--- src/rtl/rst_seq_ctrl.sv ---
`default_nettype none
// ============================================================================
// Module      : rst_seq_ctrl
// Description : Reset sequencer. Synchronises the release of CDN, releases
//               four active-low domain resets in order with a fixed gap,
//               and supports a timed soft reset and a test-mode bypass.
// Revision    : 1.0 - initial release
// ============================================================================
module rst_seq_ctrl #(
    parameter int SYNC_STAGES   = 2,
    parameter int STAGE_GAP     = 4,
    parameter int SW_RST_CYCLES = 8
) (
    input  logic       CP,
    input  logic       CDN,
    input  logic       sw_rst_req,
    input  logic       test_mode,
    output logic [3:0] rstn_out,
    output logic       rst_busy,
    output logic       sw_rst_ack
);

    localparam int GAP_W  = $clog2(STAGE_GAP + 1);
    localparam int HOLD_W = $clog2(SW_RST_CYCLES + 1);

    localparam logic [GAP_W-1:0]  c_GAP_LOAD  = GAP_W'(STAGE_GAP - 1);
    localparam logic [HOLD_W-1:0] c_HOLD_LOAD = HOLD_W'(SW_RST_CYCLES - 1);
    localparam logic [GAP_W-1:0]  c_GAP_ONE   = GAP_W'(1);
    localparam logic [HOLD_W-1:0] c_HOLD_ONE  = HOLD_W'(1);

    localparam logic [1:0] c_ASSERT  = 2'd0;
    localparam logic [1:0] c_RELEASE = 2'd1;
    localparam logic [1:0] c_RUN     = 2'd2;
    localparam logic [1:0] c_SWRST   = 2'd3;

    logic [SYNC_STAGES-1:0] r_sync;
    logic [1:0]             r_state;
    logic [3:0]             r_rstn;
    logic                   r_ack;
    logic [GAP_W-1:0]       r_gap_cnt;
    logic [HOLD_W-1:0]      r_hold_cnt;
    logic                   w_sync_rstn;

    assign w_sync_rstn = r_sync[SYNC_STAGES-1];

    // Counters are loaded with N-1 so the next event lands exactly N edges later.
    always_ff @(posedge CP or negedge CDN) begin
        if (!CDN) begin
            r_sync     <= '0;
            r_state    <= c_ASSERT;
            r_rstn     <= 4'b0000;
            r_ack      <= 1'b0;
            r_gap_cnt  <= '0;
            r_hold_cnt <= '0;
        end else begin
            r_sync <= {r_sync[SYNC_STAGES-2:0], 1'b1};
            r_ack  <= 1'b0;
            case (r_state)
                c_ASSERT: begin
                    if (w_sync_rstn) begin
                        r_state   <= c_RELEASE;
                        r_rstn    <= 4'b0001;
                        r_gap_cnt <= c_GAP_LOAD;
                    end
                end
                c_RELEASE: begin
                    if (r_gap_cnt == '0) begin
                        r_rstn    <= {r_rstn[2:0], 1'b1};
                        r_gap_cnt <= c_GAP_LOAD;
                        if (r_rstn[2]) begin
                            r_state <= c_RUN;
                        end
                    end else begin
                        r_gap_cnt <= r_gap_cnt - c_GAP_ONE;
                    end
                end
                c_RUN: begin
                    if (sw_rst_req) begin
                        r_state    <= c_SWRST;
                        r_rstn     <= 4'b0000;
                        r_ack      <= 1'b1;
                        r_hold_cnt <= c_HOLD_LOAD;
                    end
                end
                c_SWRST: begin
                    if (r_hold_cnt == '0) begin
                        r_state   <= c_RELEASE;
                        r_rstn    <= 4'b0001;
                        r_gap_cnt <= c_GAP_LOAD;
                    end else begin
                        r_hold_cnt <= r_hold_cnt - c_HOLD_ONE;
                    end
                end
                default: begin
                    r_state <= c_ASSERT;
                    r_rstn  <= 4'b0000;
                end
            endcase
        end
    end

    // Test mode bypasses the sequencer combinationally; the FSM keeps running.
    assign rstn_out   = test_mode ? {4{CDN}} : r_rstn;
    assign rst_busy   = test_mode ? ~CDN : ~(&r_rstn);
    assign sw_rst_ack = test_mode ? 1'b0 : r_ack;

endmodule
`default_nettype wire

--- config.mk ---
export PLATFORM = sky130hd
export DESIGN_NAME = rst_seq_ctrl
export DESIGN_NICKNAME = d
export VERILOG_FILES = /design/src/rtl/rst_seq_ctrl.sv
export SDC_FILE = /design/constraint.sdc
export NUM_CORES = 1
export LEC_CHECK = 0
export CAP_MARGIN = 20
export CORE_UTILIZATION = 36
export CTS_CLUSTER_SIZE = 20
export DETAILED_ROUTE_END_ITERATION = 7
export GPL_TIMING_DRIVEN = 1
export HOLD_SLACK_MARGIN = 0.06
export PLACE_DENSITY = 0.65
export SETUP_SLACK_MARGIN = 0.1
export SKIP_LAST_GASP = 1
export SLEW_MARGIN = 20
export SYNTH_ARGS = -nofsm -noshare
export SYNTH_HDL_FRONTEND = slang
export SYNTH_SLANG_ARGS = --single-unit
--- constraint.sdc ---
create_clock -name CP -period 1.95 [get_ports CP]
set_input_delay 0.2925 -clock CP [delete_from_list [all_inputs] [get_ports CP]]
set_output_delay 0.2925 -clock CP [all_outputs]
set_load 0.02 [all_outputs]
==> reports/metrics.cfg <==
[final_layout]
layout.nets=121
diodes=0
multi_input_comb_area_um2=474
fin_cells=136
ff_latch_area_um2=400
drive_gt1_frac=0.176
num-fill-cells=225
synthToLayoutAreaGrowth_pct=23.6

[hold_path]
min_path_type=reg -> reg
min_from=r_sync[0]$_DFF_PN0_
whs_path_depth=0

[logic_synthesis]
avgSynthCellArea_um2=10.2
synth_area_um2=911
yosysSeqAreaShare=0.440
synth_top_area_cell=dfrtp_1
synthCells=89
synth_cell_types=34
ys_async_sr_fraction=1.00
synth_seq_cells=16
yosys-top-cells-count=16 x dfrtp_1, 13 x inv_1, 8 x ha_1
syn_nets=101
yosysMostFrequentCell=dfrtp_1
ys_warn_count=0
synth_top_area_share=0.440
synth_area_leaders=dfrtp_1 44%, ha_1 11%, inv_1 5.4%, mux2i_1 4.4%, nand3_1 2.7%
synth_edf_count=0
synth_flop_cell=dfrtp_1

[clock_tree]
cts-htree-levels=1
insertion_delay_ns=0.29
clock_path_buffers=2
clkTransAtPathRegs_ns=0.10
hold_buffers=0
clock-sinks=16
cts_root_buffer=clkbuf_4
cts_tree=built
cts_buffers=3

[power_and_ir_drop]
p_switching_w=0.000672
ir_drop_mv=0.746
p_leak_nw=0.564
powerDensity_nw_per_um2=1430
switching_share=0.417
intPower_w=0.000940
pwr-share-comb=0.544
p_clk_frac=0.138
p_seq_frac=0.318

[setup_path]
worst-setup-path-type=reg -> reg
required_ns=2.13
start_kind=flop
critical-path-top-delay-family=compound AO/OA/AOI/OAI gates
crit_start=r_hold_cnt[1]$_DFFE_PN0P_
path_cells=inv_1 > ha_2 > or3b_4 > a211oi_4 > o21ai_1 > a22o_1
reg2reg_depth=6
crit_cells=6
r2r_start=r_hold_cnt[1]$_DFFE_PN0P_
cp_slowest_cell=or3b_4
crit_fanout=6
timing.critical_path.buf_inv=1
max_stage_delay_ns=0.43
worstPathArrival_ns=2.04
crit_path_end_kind=flop

[global_routing]
grt_usage=0.145
overflow=0
grt_max_degree=17
grt_pass1_wl_um=2940
grt_pass1_vias=709
antenna_found_initial=0

[detailed_routing]
detail_route.wl_per_cell_um=12.6
num_vias=713
drt_iter0_drc=4
drc_errors=0
avgViaCountPerCell=5.24
antenna_left=0
dr.pass1.iters=4
wl_um=1710

[job]
cap_violations=0

[floorplanning]
die_y_um=52.3
fp.dieArea_um2=2740
initial_core_util=0.397
io_pins=10
core.rowCount=17
floorplan.core_area_um2=2300
die_width_um=52.3

[timing]
fin_ws_ns=0.0897
rsz0062_at_grt=true
finalCriticalPeriod_ns=1.86
slew_violations=0
holdWs_ns=0.345
skew_ns=0.00971
setup-violations-final=0
finalHoldViolations=0
min_period_over_period=0.954
fmax_ghz=0.538

[placement]
gp_congestion=0.748
hpwlAfterDp_um=1240
preCtsSetupSlack_ns=-0.0833
port_buffers=9
dp.cells=128

[status]
status=finished clean

## per-layer routing
layer,vias to the layer above,track usage,share of wire
li1,349,-,-
met1,349,0.180,0.45
met2,11,0.247,0.51
met3,4,0.0261,0.032
met4,0,0.0526,0.011
met5,-,0,0
## cells in the final DEF, fill, tap and decap left out, types with 2 or more instances in the layout
cell type        Yosys  routed
a21oi_1              2       2
a31oi_1              2       2
buf_4                0       6
clkbuf_4             0       3
clkdlybuf4s50_1      0       3
dfrtp_1             16      16
dlygate4sd2_1        0       5
ha_1                 8       6
ha_2                 0       2
inv_1               13      13
mux2i_1              4       4
nand2_1              2       2
nand3_1              5       5
nor2_1               5       5
nor2b_1              2       2
nor3_1               3       3
o21ai_0              5       5
## power by group through the flow
stage | combinational, W | sequential (W) | clock [W]
after floorplan | 0.000616 | 0.000504 | 0
after global placement | 0.000777 | 0.000517 | 0
after detailed placement | 0.000803 | 0.000521 | 0
after CTS | 0.000810 | 0.000512 | 0.000228
after global routing | 0.000986 | 0.000528 | 0.000242
final | 0.000877 | 0.000514 | 0.000222
## worst paths after layout
| path | to | slack (ns) |
|---|---|---|
| min in group asynchronous | r_state[0]$_DFFE_PN0P_ | 0.36 |
| min reg2reg | r_sync[1]$_DFF_PN0_ | 0.34 |
| min | r_sync[1]$_DFF_PN0_ | 0.34 |
| max in group asynchronous | r_sync[0]$_DFF_PN0_ | 1.40 |
| max reg2reg | r_gap_cnt[2]$_DFFE_PN0P_ | 0.09 |
| max | r_gap_cnt[2]$_DFFE_PN0P_ | 0.09 |
## worst register-to-register path: cells and delay by family (launching register included)
family / cells / cell delay [ns]
and+or+nand+nor: 1 / 0.43
DFF: 1 / 0.40
buffers and inverters: 1 / 0.07
adders and majority gates: 1 / 0.18
AOI/OAI and AO/OA: 3 / 0.68
## metrics by stage
stage | cell area, um^2 | total power, W | setup TNS (ns) | utilization
final | 1130 | 0.00161 | 0 | 0.490
after global routing | 1130 | 0.00176 | 0 | 0.490
after global placement | 1050 | 0.00129 | -0.0620 | 0.458
after floorplan | 911 | 0.00112 | 0 | -
after detailed placement | 1050 | 0.00132 | -0.325 | 0.458
after CTS | 1090 | 0.00155 | 0 | 0.474
## registers in the layout, summed over array words and instances (netlist names)
| signal | flops |
|---|---|
| r_ack | 1 |
| r_gap_cnt | 3 |
| r_hold_cnt | 4 |
| r_rstn | 4 |
| r_state | 2 |
| r_sync | 2 |
## layout make-up
cell class / count / share of cell area
well taps: 28 / 0.0311
flip-flops and latches: 16 / 0.356
clock buffers: 4 / 0.0322
inverters: 13 / 0.0433
multi-input cells: 60 / 0.421
repair buffers: 15 / 0.117
## logic make-up after synthesis
family | synth area share
DFF | 0.440
muxes | 0.0563
other | 0.00412
adders and majority gates | 0.110
buffers and inverters | 0.0536
and+or+nand+nor | 0.154
AOI/OAI and AO/OA | 0.183
## timing repair
| action | in CTS | in global routing |
|---|---|---|
| resized for setup | 5 | 4 |
| endpoints found under the setup margin | 7 | 4 |
| pin swaps | 1 | 3 |
| buffers inserted | 1 | 3 |
| cloned | 0 | 0 |
Power figures use the tool's default switching activity.
